File: config.mk
export PLATFORM = sky130hd
export DESIGN_NAME = dram_cmd_issuer
export DESIGN_NICKNAME = d
export VERILOG_FILES = /design/src/rtl/global_defs.sv /design/src/rtl/bank_tracker.sv /design/src/rtl/dram_cmd_issuer.sv
export SDC_FILE = /design/constraint.sdc
export NUM_CORES = 1
export LEC_CHECK = 0
export CORE_AREA = 5 5 250 252
export DETAILED_ROUTE_END_ITERATION = 8
export DIE_AREA = 0 0 255 257
export GPL_ROUTABILITY_DRIVEN = 0
export PLACE_DENSITY = 0.59
export SLEW_MARGIN = 20
export SYNTH_ARGS = -nofsm -noshare
export SYNTH_HDL_FRONTEND = slang
export SYNTH_SLANG_ARGS = --single-unit
File: constraint.sdc
create_clock -name CPU_clk -period 5.9 [get_ports CPU_clk]
set_input_delay 1.18 -clock CPU_clk [delete_from_list [all_inputs] [get_ports CPU_clk]]
set_output_delay 1.18 -clock CPU_clk [all_outputs]
set_load 0.005 [all_outputs]
File: src/rtl/global_defs.sv
// global_defs: shared types and constants for the memory-request path.
//   parsed_op_t    - opcode produced by the request parser
//   dram_cmd_t     - DDR4 command issued by dram_cmd_issuer
//   issuer_state_t - dram_cmd_issuer sequencing states
//   ADDRESS_WIDTH and the DDR4 address field positions/widths
package global_defs;

  localparam int unsigned ADDRESS_WIDTH = 33;

  typedef enum logic [1:0] {
    DATA_READ         = 2'd0,
    DATA_WRITE        = 2'd1,
    INSTRUCTION_FETCH = 2'd2
  } parsed_op_t;

  typedef enum logic [1:0] {
    ACT = 2'd0,
    PRE = 2'd1,
    RD  = 2'd2,
    WR  = 2'd3
  } dram_cmd_t;

  typedef enum logic [2:0] {
    IDLE,
    PRECHARGE,
    WAIT_RP,
    ACTIVATE,
    WAIT_RCD,
    ACCESS,
    DATA
  } issuer_state_t;

  // Byte address -> DDR4 fields. Column is split: {[17:11],[5:3]}.
  localparam int unsigned ROW_LSB    = 18;
  localparam int unsigned ROW_W      = 15;
  localparam int unsigned COL_HI_LSB = 11;
  localparam int unsigned COL_HI_W   = 7;
  localparam int unsigned COL_LO_LSB = 3;
  localparam int unsigned COL_LO_W   = 3;
  localparam int unsigned COL_W      = COL_HI_W + COL_LO_W;
  localparam int unsigned BA_LSB     = 9;
  localparam int unsigned BA_W       = 2;
  localparam int unsigned BG_LSB     = 6;
  localparam int unsigned BG_W       = 2;
  localparam int unsigned BANK_W     = BG_W + BA_W;
  localparam int unsigned NUM_BANKS  = 1 << BANK_W;

endpackage

File: src/rtl/bank_tracker.sv
// bank_tracker: per-bank open-row table and tRAS guard for dram_cmd_issuer.
// Ports:
//   CPU_clk, rst_n      clock, asynchronous active-low reset
//   tick_i              DIMM tick qualifier; tRAS counters decrement on it
//   lkp_bank_i/_row_i   lookup bank {bg,ba} and row -> hit_o/empty_o/miss_o
//   ras_bank_i          bank whose tRAS guard is reported on ras_ok_o
//   act_i               mark upd_bank_i open at upd_row_i, restart its tRAS
//   pre_i               mark upd_bank_i closed
module bank_tracker
  import global_defs::*;
#(
  parameter int unsigned T_RAS = 52
) (
  input  logic              CPU_clk,
  input  logic              rst_n,
  input  logic              tick_i,
  input  logic [BANK_W-1:0] lkp_bank_i,
  input  logic [ROW_W-1:0]  lkp_row_i,
  output logic              hit_o,
  output logic              empty_o,
  output logic              miss_o,
  input  logic [BANK_W-1:0] ras_bank_i,
  output logic              ras_ok_o,
  input  logic              act_i,
  input  logic              pre_i,
  input  logic [BANK_W-1:0] upd_bank_i,
  input  logic [ROW_W-1:0]  upd_row_i
);

  logic [NUM_BANKS-1:0] open_q;
  logic [ROW_W-1:0]     row_q [NUM_BANKS];
  logic [7:0]           ras_q [NUM_BANKS];

  always_comb begin
    empty_o = !open_q[lkp_bank_i];
    hit_o   = open_q[lkp_bank_i] && (row_q[lkp_bank_i] == lkp_row_i);
    miss_o  = open_q[lkp_bank_i] && (row_q[lkp_bank_i] != lkp_row_i);
    // Sampled on a tick edge: a value of 1 reaches 0 on that very tick,
    // so PRE may issue there and ACT->PRE spacing is exactly T_RAS ticks.
    ras_ok_o = (ras_q[ras_bank_i] <= 8'd1);
  end

  always_ff @(posedge CPU_clk or negedge rst_n) begin
    if (!rst_n) begin
      open_q <= '0;
      for (int unsigned i = 0; i < NUM_BANKS; i++) begin
        row_q[i] <= '0;
        ras_q[i] <= '0;
      end
    end else begin
      if (tick_i) begin
        for (int unsigned i = 0; i < NUM_BANKS; i++) begin
          if (ras_q[i] != 8'd0) ras_q[i] <= ras_q[i] - 8'd1;
        end
      end
      if (act_i) begin
        open_q[upd_bank_i] <= 1'b1;
        row_q[upd_bank_i]  <= upd_row_i;
        ras_q[upd_bank_i]  <= 8'(T_RAS);
      end
      if (pre_i) open_q[upd_bank_i] <= 1'b0;
    end
  end

endmodule

File: src/rtl/dram_cmd_issuer.sv
// dram_cmd_issuer: consumer of the memory-request queue. Takes one request
// at a time, decodes it to DDR4 bg/ba/row/col and issues PRE/ACT/RD/WR under
// an open-page policy on DIMM ticks (half the CPU_clk rate).
// Ports:
//   CPU_clk, rst_n            clock, asynchronous active-low reset
//   req_valid/req_ready       request handshake (ready only while IDLE)
//   req_opcode, req_address   request contents, latched on accept
//   cmd_valid                 one-CPU_clk command strobe
//   cmd_type/bg/ba/row/col    command fields (row for ACT, col for RD/WR)
//   done                      one-CPU_clk pulse at end of the data burst
// Build option: define CMD_TRACE_EN to print each issued command.
module dram_cmd_issuer
  import global_defs::*;
#(
  parameter int unsigned T_RCD   = 24,
  parameter int unsigned T_RP    = 24,
  parameter int unsigned T_RAS   = 52,
  parameter int unsigned T_CL    = 24,
  parameter int unsigned T_CWL   = 20,
  parameter int unsigned T_BURST = 4
) (
  input  logic                     CPU_clk,
  input  logic                     rst_n,
  input  logic                     req_valid,
  output logic                     req_ready,
  input  parsed_op_t               req_opcode,
  input  logic [ADDRESS_WIDTH-1:0] req_address,
  output logic                     cmd_valid,
  output dram_cmd_t                cmd_type,
  output logic [BG_W-1:0]          cmd_bg,
  output logic [BA_W-1:0]          cmd_ba,
  output logic [ROW_W-1:0]         cmd_row,
  output logic [COL_W-1:0]         cmd_col,
  output logic                     done
);

  localparam int unsigned WAIT_W = 8;

  issuer_state_t       state_q;
  logic                dimm_ph_q;
  logic                wr_q;
  logic [BG_W-1:0]     bg_q;
  logic [BA_W-1:0]     ba_q;
  logic [ROW_W-1:0]    row_q;
  logic [COL_W-1:0]    col_q;
  logic [WAIT_W-1:0]   wait_q;
  logic                req_ready_q, cmd_valid_q, done_q;
  dram_cmd_t           cmd_type_q;
  logic [BG_W-1:0]     cmd_bg_q;
  logic [BA_W-1:0]     cmd_ba_q;
  logic [ROW_W-1:0]    cmd_row_q;
  logic [COL_W-1:0]    cmd_col_q;

  logic                tick;
  logic [BANK_W-1:0]   req_bank;
  logic [ROW_W-1:0]    req_row;
  logic [COL_W-1:0]    req_col;
  logic                hit, empty, miss, ras_ok;
  logic                issue_act, issue_pre;
  logic                unused_addr;

  assign tick        = dimm_ph_q;
  assign req_bank    = {req_address[BG_LSB +: BG_W], req_address[BA_LSB +: BA_W]};
  assign req_row     = req_address[ROW_LSB +: ROW_W];
  assign req_col     = {req_address[COL_HI_LSB +: COL_HI_W], req_address[COL_LO_LSB +: COL_LO_W]};
  assign unused_addr = ^{req_address[8], req_address[2:0]};

  assign issue_act = (state_q == ACTIVATE) && tick;
  assign issue_pre = (state_q == PRECHARGE) && tick && ras_ok;

  bank_tracker #(
    .T_RAS (T_RAS)
  ) u_bank_tracker (
    .CPU_clk    (CPU_clk),
    .rst_n      (rst_n),
    .tick_i     (tick),
    .lkp_bank_i (req_bank),
    .lkp_row_i  (req_row),
    .hit_o      (hit),
    .empty_o    (empty),
    .miss_o     (miss),
    .ras_bank_i ({bg_q, ba_q}),
    .ras_ok_o   (ras_ok),
    .act_i      (issue_act),
    .pre_i      (issue_pre),
    .upd_bank_i ({bg_q, ba_q}),
    .upd_row_i  (row_q)
  );

  // Wait states hand over on the non-tick edge where wait_q==1, so the next
  // command issues on the expiry tick itself: spacing is exactly N ticks.
  always_ff @(posedge CPU_clk or negedge rst_n) begin
    if (!rst_n) begin
      state_q     <= IDLE;
      dimm_ph_q   <= 1'b0;
      wr_q        <= 1'b0;
      bg_q        <= '0;
      ba_q        <= '0;
      row_q       <= '0;
      col_q       <= '0;
      wait_q      <= '0;
      req_ready_q <= 1'b1;
      cmd_valid_q <= 1'b0;
      done_q      <= 1'b0;
      cmd_type_q  <= ACT;
      cmd_bg_q    <= '0;
      cmd_ba_q    <= '0;
      cmd_row_q   <= '0;
      cmd_col_q   <= '0;
    end else begin
      dimm_ph_q   <= ~dimm_ph_q;
      cmd_valid_q <= 1'b0;
      done_q      <= 1'b0;
      cmd_type_q  <= ACT;
      cmd_bg_q    <= '0;
      cmd_ba_q    <= '0;
      cmd_row_q   <= '0;
      cmd_col_q   <= '0;
      if (tick && (wait_q != '0)) wait_q <= wait_q - WAIT_W'(1);

      case (state_q)
        IDLE: begin
          if (req_valid && req_ready_q) begin
`ifndef SYNTHESIS
            if (!(req_opcode inside {DATA_READ, DATA_WRITE, INSTRUCTION_FETCH}))
              $error("dram_cmd_issuer: illegal opcode %0d, treated as read", req_opcode);
`endif
            wr_q        <= (req_opcode == DATA_WRITE);
            bg_q        <= req_address[BG_LSB +: BG_W];
            ba_q        <= req_address[BA_LSB +: BA_W];
            row_q       <= req_row;
            col_q       <= req_col;
            req_ready_q <= 1'b0;
            if (hit)        state_q <= ACCESS;
            else if (empty) state_q <= ACTIVATE;
            else if (miss)  state_q <= PRECHARGE;
          end
        end
        PRECHARGE: begin
          if (issue_pre) begin
            cmd_valid_q <= 1'b1;
            cmd_type_q  <= PRE;
            cmd_bg_q    <= bg_q;
            cmd_ba_q    <= ba_q;
            wait_q      <= WAIT_W'(T_RP);
            state_q     <= WAIT_RP;
          end
        end
        WAIT_RP: begin
          if (!tick && (wait_q == WAIT_W'(1))) state_q <= ACTIVATE;
        end
        ACTIVATE: begin
          if (issue_act) begin
            cmd_valid_q <= 1'b1;
            cmd_type_q  <= ACT;
            cmd_bg_q    <= bg_q;
            cmd_ba_q    <= ba_q;
            cmd_row_q   <= row_q;
            wait_q      <= WAIT_W'(T_RCD);
            state_q     <= WAIT_RCD;
          end
        end
        WAIT_RCD: begin
          if (!tick && (wait_q == WAIT_W'(1))) state_q <= ACCESS;
        end
        ACCESS: begin
          if (tick) begin
            cmd_valid_q <= 1'b1;
            cmd_type_q  <= wr_q ? WR : RD;
            cmd_bg_q    <= bg_q;
            cmd_ba_q    <= ba_q;
            cmd_col_q   <= col_q;
            wait_q      <= wr_q ? WAIT_W'(T_CWL + T_BURST) : WAIT_W'(T_CL + T_BURST);
            state_q     <= DATA;
          end
        end
        DATA: begin
          if (tick && (wait_q == WAIT_W'(1))) begin
            done_q      <= 1'b1;
            req_ready_q <= 1'b1;
            state_q     <= IDLE;
          end
        end
        default: state_q <= IDLE;
      endcase
    end
  end

  assign req_ready = req_ready_q;
  assign cmd_valid = cmd_valid_q;
  assign cmd_type  = cmd_type_q;
  assign cmd_bg    = cmd_bg_q;
  assign cmd_ba    = cmd_ba_q;
  assign cmd_row   = cmd_row_q;
  assign cmd_col   = cmd_col_q;
  assign done      = done_q;

`ifdef CMD_TRACE_EN
  logic [63:0] cyc_q;

  always_ff @(posedge CPU_clk or negedge rst_n) begin
    if (!rst_n) cyc_q <= '0;
    else        cyc_q <= cyc_q + 64'd1;
  end

  always_ff @(posedge CPU_clk) begin
    if (rst_n && cmd_valid_q)
      $display("%0d %s %0d %0d 0x%h", cyc_q, cmd_type_q.name(), cmd_bg_q, cmd_ba_q,
               (cmd_type_q == ACT) ? cmd_row_q : ROW_W'(cmd_col_q));
  end
`endif

endmodule

== Word-level counts from Yosys, hierarchy flattened ==
Cells that the tools add are included.
Storage, ports and cells
  logic and storage cells: 211
  register bits: 460
  input bits: 38
  output and inout port bits: 34
Cells by class
  multiplexer cells: 77
  bitwise operators: 9
  $add $sub $neg: 17
  eq/ne operators: 18
  reductions and logical operators: 34
  order comparisons: 7
Operators by type and width (number)
  $mux W128: 2
  $bwmux W240: 1
  $mux W8: 23
  $reduce_bool A8 Y1: 17
  $sub A8 B1 Y8 const B: 17
  $and A80 B80 Y80: 1
  $not A80 Y80: 1
  $mux W15: 5
  $bmux W15 S4: 1
  $demux W15 S4: 1
  $or A48 B48 Y48: 1
  $mux W3: 11
  $bmux W8 S4: 1
  $demux W8 S4: 1
  $mux W16: 2
  $pmux W8 S3: 1
  $pmux W3 S7: 1
  $mux W10: 2
  $and A16 B16 Y16: 1
  $not A16 Y16: 1
  $or A16 B16 Y16: 1
  $eq A15 B15 Y1: 1
  $ne A15 B15 Y1: 1
  $mux W2: 7
  28 further kinds: 61

== Longest topological paths before layout ==
Gate-level depths: netlist of the first run.
  word-level depth: 11
  gate-level depth with buffers: 12
  gate-level depth less buffers: 8

== Hierarchy ==
A second synthesis of the first run with hierarchy kept.
Second synthesis, totals
  cells, all modules: 1901
  area, all modules: 22001.1 um^2
Modules (own cells, without submodules)
  bank_tracker: times used 1, area an instance 18963.2 um^2, cells an instance 1668, sequential area each 9609.2 um^2
  dram_cmd_issuer: times used 1, area an instance 3037.9 um^2, cells an instance 233, sequential area each 1903.1 um^2

== Least setup slack after synthesis of the first run ==
No wires, ideal clock.
  path kind: input -> register
  start: input req_address[9]
  end: register state_q[2]
  required time: 5828 ps
  setup time: 72 ps
  cell stages on the path: 10
  data arrival time: 3103 ps
  slack: 2725 ps
  cell sequence: buf_4 buf_4 mux4_2 xnor2_1 nor3_1 nor3_1 nand4_1 a2111oi_0 a41oi_1 nor2_1
On the way
  longest elaborated chain between the ends: 9
  elaborated cells on any way between the ends: 16
  those cells by class: 3 x eq/ne; 9 x mux; 1 x bitwise; 3 x reduce/logical
RTL lines
  start, declared: line dram_cmd_issuer.sv:27  | input logic [ADDRESS_WIDTH-1:0] req_address,
  $not A4 Y5 (not written as such): line bank_tracker.sv:36, bank_tracker.sv:37
  $bmux W15 S4: line bank_tracker.sv:36, bank_tracker.sv:37
  $mux W15 (not written as such) (2 in a row): line bank_tracker.sv:36, bank_tracker.sv:37
  $eq A15 B15 Y1: line bank_tracker.sv:36  | hit_o = open_q[lkp_bank_i] && (row_q[lkp_bank_i] == lkp_row_i);
  $logic_and A1 B1 Y1: line bank_tracker.sv:36
  $mux W3: line dram_cmd_issuer.sv:134  | if (hit) state_q <= ACCESS;
  $mux W3: line dram_cmd_issuer.sv:123  | if (req_valid && req_ready_q) begin
  $pmux W3 S7: line dram_cmd_issuer.sv:121  | case (state_q)
  end signal, assigned: line dram_cmd_issuer.sv:134
  end signal, assigned: line dram_cmd_issuer.sv:135  | else if (empty) state_q <= ACTIVATE;
  end signal, assigned: line dram_cmd_issuer.sv:136  | else if (miss) state_q <= PRECHARGE;
  end, declared: line dram_cmd_issuer.sv:39  | issuer_state_t state_q;
Several ways; a longest one is shown, not always the timed one. The select of a mux whose other input is x is not followed.
A chain may end at the register's enable or synchronous reset.

== Final worst setup path of the first run ==
  start: input req_address[7]
  end: register state_q[2]
The elaborated chain is that of the path after synthesis.

==> results of run 1 <==
## registers in the layout, indices dropped and copies added, names as in the netlist, 8 cells and up
name and flops:
u_bank_tracker.row_q 240, u_bank_tracker.ras_q 128, u_bank_tracker.open_q 16, cmd_row 15, row_q 15, cmd_col 10
col_q 10, wait_q 8
## synthesized netlist by cell type, drive strengths merged, types with 6 or more instances
master,number
nand3b,6
mux4,47
buf,54
nor2b,14
and2,32
nor4,31
nand3,30
nand2b,14
mux2i,42
a211oi,10
dfrtp,459
a31oi,11
nand4,8
inv,45
nor3,49
nand2,411
and3,10
o22ai,9
or4,12
o22a,11
a21oi,33
xor2,39
ha,34
mux2,177
or2,9
xnor2,91
nor2,181
o21ai,70
nor3b,6
clkbuf,58
## final timing paths
check                                                      start                                     to  cells after the start
setup / recovery                                  req_address[7]                 state_q[2]$_DFFE_PN0P_                      9
hold / removal             u_bank_tracker.row_q[234]$_DFFE_PN0P_  u_bank_tracker.row_q[234]$_DFFE_PN0P_                      2
setup reg to reg                          state_q[2]$_DFFE_PN0P_                 state_q[2]$_DFFE_PN0P_                      8
hold reg to reg            u_bank_tracker.row_q[234]$_DFFE_PN0P_  u_bank_tracker.row_q[234]$_DFFE_PN0P_                      2
max in group asynchronous                                  rst_n                    cmd_ba[1]$_DFF_PN0_                      2
min in group asynchronous                                  rst_n  u_bank_tracker.row_q[176]$_DFFE_PN0P_                      1
## final cells by class
cell class	instances	area share (%)
clock inverter	17	0.791
sequential	460	45.8
tap	782	3.89
clock buffer	71	5.68
timing repair buffer	101	3.76
inverter	45	0.671
multi-input combinational	1440	39.4
## kinds of logic after synthesis
| logic type | after synthesis | share of synthesized area [%] |
|---|---|---|
| AOI/OAI and AO/OA | 189 | 5.40 |
| xor gates and xnor gates | 130 | 5.17 |
| adders and majority gates | 34 | 1.93 |
| buffers and inverters | 157 | 2.95 |
| DFF | 460 | 52.3 |
| muxes | 266 | 15.8 |
| and+or+nand+nor | 821 | 16.5 |
## cell usage in the layout (no fill, tap or decap), types with 5 or more instances in the layout
master,instances
or4_1,11
nor2b_1,14
mux4_2,47
a211oi_1,10
clkbuf_16,49
xnor2_1,91
xor2_1,39
o22a_1,11
inv_1,45
nand4_1,8
nand2b_1,14
ha_1,34
nor2_1,172
and2_1,32
a22oi_1,5
or3_1,5
dfrtp_1,458
buf_4,34
nand3b_1,6
clkbuf_1,10
nor3_1,45
clkdlybuf4s50_1,63
a22o_1,5
a31oi_1,11
a21oi_1,33
nand2_1,411
nand3_1,30
mux2_2,175
nor3b_1,5
clkbuf_8,12
o22ai_1,9
o21ai_0,70
nor4_1,30
mux2i_1,42
or2_2,9
nor2_4,6
clkinv_2,9
and3_1,8
## worst reg2reg max path, stage by stage, from the launching register on
cell	delay, ps
dfrtp_1	500
or2_2	450
nor2_1	340
o21ai_0	200
nor3_1	350
nand4_1	170
a2111oi_0	680
a41oi_1	390
nor2_1	190
## per-layer routing
metal,up-vias,track usage (%),part of all wire (%)
met5,-,0,0
met4,0,5.10,3.2
met3,126,3.39,5.2
met1,7874,24.9,45
met2,399,27.7,46
li1,7104,-,-
## through the flow
| stage | area [um^2] | hold slack [ps] | power (uW) | utilization (%) |
|---|---|---|---|---|
| CTS | 25200 | 477 | 6570 | 42.0 |
| finish | 25200 | 471 | 6490 | 42.0 |
| global route | 25200 | 496 | 6720 | 42.0 |
| floorplan | 22000 | 441 | 3290 | - |
| detailed placement | 23500 | 461 | 3420 | 39.3 |
| global placement | 23500 | 453 | 3420 | 39.3 |
## power by group through the flow
stage / Combinational [uW] / Clock [uW] / Sequential [uW]
floorplan: 79.3 / 0 / 3210
global placement: 206 / 0 / 3210
detailed placement: 207 / 0 / 3210
CTS: 208 / 3210 / 3150
global route: 226 / 3340 / 3150
finish: 203 / 3140 / 3150
==> impl_metrics.py, run 1 <==
metrics = {
    "pwr": {
        "power_density_mw_per_mm2": 258,
        "clock_power_share_pct": 48.3,
        "p_sw_uw": 1420,
        "pwr-share-comb_pct": 3.1,
        "seqPwrFrac_pct": 48.6,
        "ir_worst_vdd_v": 0.000213,
        "swShare_pct": 21.9,
        "leakagePower_uw": 0.0125,
        "p_int_uw": 5070,
    },
    "placed_design": {
        "io_buffers": 67,
        "dp.cells": 2828,
        "preCtsSetupSlack_ps": 1220,
        "hpwl_um": 36100,
    },
    "synth": {
        "synth-edff-count": 0,
        "synthTopCellsByArea": "dfrtp_1 52%, mux2_2 8.9%, nand2_1 7.0%",
        "syn_inst": 2057,
        "yosysWarnings": 0,
        "ys_types": 64,
        "synth_top_area_share_pct": 52.2,
        "ys_seq_elements": 460,
        "synthArstFlopShare_pct": 100,
        "synth_area_per_cell_um2": 10.7,
        "synthesis.nets": 2129,
        "synthFlopType": "dfrtp_1",
        "synth_top_cell_by_area": "dfrtp_1",
        "yosysSeqAreaShare_pct": 52.3,
        "netlist_area_mm2": 0.0220,
    },
    "detailed_routing": {
        "routed_wl_um": 57600,
        "wire_per_inst_um": 19.7,
        "ant_nets": 0,
        "dr.pass1.iters": 5,
        "remaining_drc_errors": 0,
        "vias": 15500,
        "viasPerCell": 5.32,
        "drt_iter0_drc": 1321,
    },
    "outcome": {
        "status": "finished, final reports clean",
    },
    "setup_path": {
        "crit_family": "compound AO/OA/AOI/OAI gates",
        "cp_num_buf_inv": 1,
        "cp-start-kind": "input port",
        "slowest_stage": "clkdlybuf4s50_1",
        "cp_cell_sequence": "clkdlybuf4s50_1 > nor2b_1 > a22oi_1 > and3_1 > a31oi_1 > nand4_1 > a2111oi_0 > a41oi_1 > nor2_1",
        "endpoint_kind": "register",
        "required_ps": 6410,
        "reg2reg_setup_slack_ps": 2560,
        "worstPathMaxFanout": 14,
        "cp.arrival_ps": 4780,
        "slowest_delay_ps": 980,
        "worstSetupPathType": "input port to register",
    },
    "cells_and_area": {
        "register_area_mm2": 0.0115,
        "final_nets": 2169,
        "synthToLayoutAreaGrowth_pct": 14.2,
        "finalNonFillerCells": 2916,
        "multiInputGateArea_mm2": 0.00992,
        "diodes": 0,
        "final_layout_size_suffix_gt1_share_pct": 17.2,
        "fillerInstances": 5684,
    },
    "grt": {
        "grt_pass1_wl_um": 91400,
        "antenna_found_initial": 0,
        "grt_max_degree": 140,
        "grt_overflow": 0,
        "grt_pass1_vias": 15900,
        "gr-usage-all-layers_pct": 17.6,
    },
    "timing": {
        "finalMaxSlewViolations": 0,
        "setup_tns_ps": 0,
        "max_slew_margin_pct": 28.9,
        "fmax_mhz": 234,
        "setup_viol": 0,
        "worst-slew-pin-transition_ps": 1070,
        "fin_ws_ps": 1630,
        "timing.final.hold_violations": 0,
        "period_share_pct": 72.3,
        "rsz0062_at_grt": "false",
        "skew_ps": 19.0,
        "period_needed_ps": 4270,
    },
    "floorplan": {
        "row_count": 90,
        "start_util_pct": 36.8,
        "core_mm2": 0.0599,
        "die_y_um": 257,
        "dieArea_mm2": 0.0655,
        "io_pins": 72,
        "die_w_um": 255,
    },
    "clocking": {
        "clk-insertion-delay-late_ps": 590,
        "post_cts.repair.setup_buffers": 0,
        "cts.sinks": 460,
        "cts_tree": "yes",
        "clockBufferDepth": 3,
        "cts_made_buffers": 49,
        "postCtsResizedCells": 0,
        "clkTransAtPathRegs_ps": 60,
        "htreeDepth": 2,
        "cts_hold_buf": 0,
        "clockRootBuffer": "clkbuf_16",
    },
    "hold_path": {
        "hp-class": "register to register",
    },
    "job": {
        "maxCapViolCount": 0,
    },
}
(Power assumes the default switching activity.)
==> inputs of run 2 (changes only) <==
Clock period 5.9 ns to 4.4 ns, I/O delays scaled along.
==> impl_metrics.py, run 2 (synthesis gave the netlist of run 1 again) <==
metrics = {
    "cells_and_area": {
        "reg_top3": "u_bank_tracker.row_q (240), u_bank_tracker.ras_q (128), u_bank_tracker.open_q (16)",
        "layout_common_cells": "458 x dfrtp_1, 411 x nand2_1, 175 x mux2_2",
        "diodes": 0,
        "final_nets": 2184,
        "largest_reg_flops": 240,
        "final_common_cell": "dfrtp_1",
        "final_layout_size_suffix_gt1_share_pct": 17.9,
        "synthToLayoutAreaGrowth_pct": 14.9,
        "top_register": "u_bank_tracker.row_q",
    },
    "setup_path": {
        "endpoint_kind": "register",
        "cp-start-kind": "input port",
        "worstSetupPathType": "input port to register",
        "required_ps": 4900,
        "worstPathMaxFanout": 35,
        "cp.arrival_ps": 4150,
    },
    "floorplan": {
        "dieArea_mm2": 0.0655,
        "io_pins": 72,
        "die_w_um": 255,
        "core_mm2": 0.0599,
        "row_count": 90,
        "start_util_pct": 36.8,
        "die_y_um": 257,
    },
    "grt": {
        "antenna_found_initial": 0,
        "use_met1_pct": 25.2,
        "met2_usage_pct": 28.5,
        "grt_overflow": 0,
        "grt_pass1_wl_um": 93200,
        "grt_pass1_vias": 16200,
        "gr-usage-all-layers_pct": 17.9,
        "use_met3_pct": 3.02,
        "grt_max_degree": 98,
        "top_usage_layer": "met2",
    },
    "timing": {
        "setup_viol": 0,
        "worst-slew-pin-transition_ps": 1150,
        "fin_ws_ps": 755,
        "rsz0062_at_grt": "false",
        "period_needed_ps": 3650,
        "max_slew_margin_pct": 23.1,
        "setup_tns_ps": 0,
        "finalMaxSlewViolations": 0,
        "fmax_mhz": 274,
        "timing.final.hold_violations": 0,
        "period_share_pct": 82.9,
        "skew_ps": 25.4,
    },
    "detailed_routing": {
        "viasPerCell": 5.36,
        "drt_iter0_drc": 1302,
        "remaining_drc_errors": 0,
        "vias": 15700,
        "wire_per_inst_um": 20.0,
        "dr.pass1.iters": 5,
        "ant_nets": 0,
        "routed_wl_um": 58600,
    },
    "job": {
        "maxCapViolCount": 0,
    },
    "clocking": {
        "clockBufferDepth": 3,
        "postCtsResizedCells": 0,
        "cts.sinks": 460,
        "cts_hold_buf": 0,
        "post_cts.repair.setup_buffers": 0,
        "clkTransAtPathRegs_ps": 60,
        "clk-insertion-delay-late_ps": 590,
        "cts_made_buffers": 49,
        "cts_tree": "yes",
        "clockRootBuffer": "clkbuf_16",
        "htreeDepth": 2,
    },
    "placed_design": {
        "io_buffers": 67,
        "preCtsSetupSlack_ps": 149,
        "hpwl_um": 37300,
    },
    "outcome": {
        "status": "finished, final reports clean",
    },
    "pwr": {
        "leakagePower_uw": 0.0126,
        "ir_worst_vdd_v": 0.000285,
        "power_density_mw_per_mm2": 344,
    },
    "hold_path": {
        "hp-class": "input port to async pin",
    },
}
run 2: cell count changes in the layout (fill, tap and decap cells not counted), moves of 2 or more:
cell | previous run | this run
nor2_4 | 6 | 1
buf_12 | 2 | 6
clkinv_4 | 0 | 2
buf_4 | 34 | 45
inv_6 | 3 | 1
clkbuf_16 | 49 | 51
nor2_2 | 3 | 8
clkinv_2 | 9 | 11
run 2: metrics by stage:
step | utilization [%] | instances | area, um^2 | total power [uW] | hold slack, ps
after floorplan | - | 2057 | 22000 | 4420 | 441
after global placement | 39.5 | 2843 | 23700 | 4600 | 453
after detailed placement | 39.5 | 2843 | 23700 | 4600 | 462
after CTS | 42.2 | 2932 | 25300 | 8810 | 356
after global routing | 42.2 | 2932 | 25300 | 9010 | 402
final | 42.2 | 2932 | 25300 | 8710 | 329
run 2: cell type report:
class / count / area [um^2]
sequential: 460 / 11500
inverter: 45 / 169
timing repair buffer: 116 / 1110
tap: 782 / 978
clock inverter: 17 / 171
fill: 5656 / 34600
clock buffer: 72 / 1470
multi-input combinational: 1440 / 9900
run 2: critical path, cell delays in order:
cell and delay (ps):
buf_4 560, mux4_2 580, mux2i_1 180, xnor2_1 80, nor3_1 470, buf_4 200, nand4_1 110, a2111oi_0 560
a41oi_1 310, nor2_1 160
run 2: report_power, final:
part | internal (uW) | switching (uW) | leakage (uW)
clock network | 2480 | 1710 | 0.000818
logic | 94.1 | 190 | 0.00537
registers | 4230 | 0 | 0.00638
run 2: final timing paths:
path,start,to,slack (ps),depth (start not counted)
worst min register to register,col_q[5]$_DFFE_PN0P_,cmd_col[5]$_DFF_PN0_,470,1
min in group CPU_clk,col_q[5]$_DFFE_PN0P_,cmd_col[5]$_DFF_PN0_,470,1
worst min-delay path,rst_n,u_bank_tracker.row_q[140]$_DFFE_PN0P_,330,1
worst max register to register,u_bank_tracker.ras_q[27]$_DFF_PN0_,wait_q[0]$_DFF_PN0_,1160,8
max in group asynchronous,rst_n,cmd_col[9]$_DFF_PN0_,2920,2
worst max-delay path,req_address[9],state_q[2]$_DFFE_PN0P_,750,10
run 2: per-layer routing:
layer | vias to the layer above | share of wire [%]
li1 | 7124 | -
met3 | 123 | 6.4
met4 | 0 | 3.1
met1 | 7951 | 44
met2 | 517 | 47
met5 | - | 0
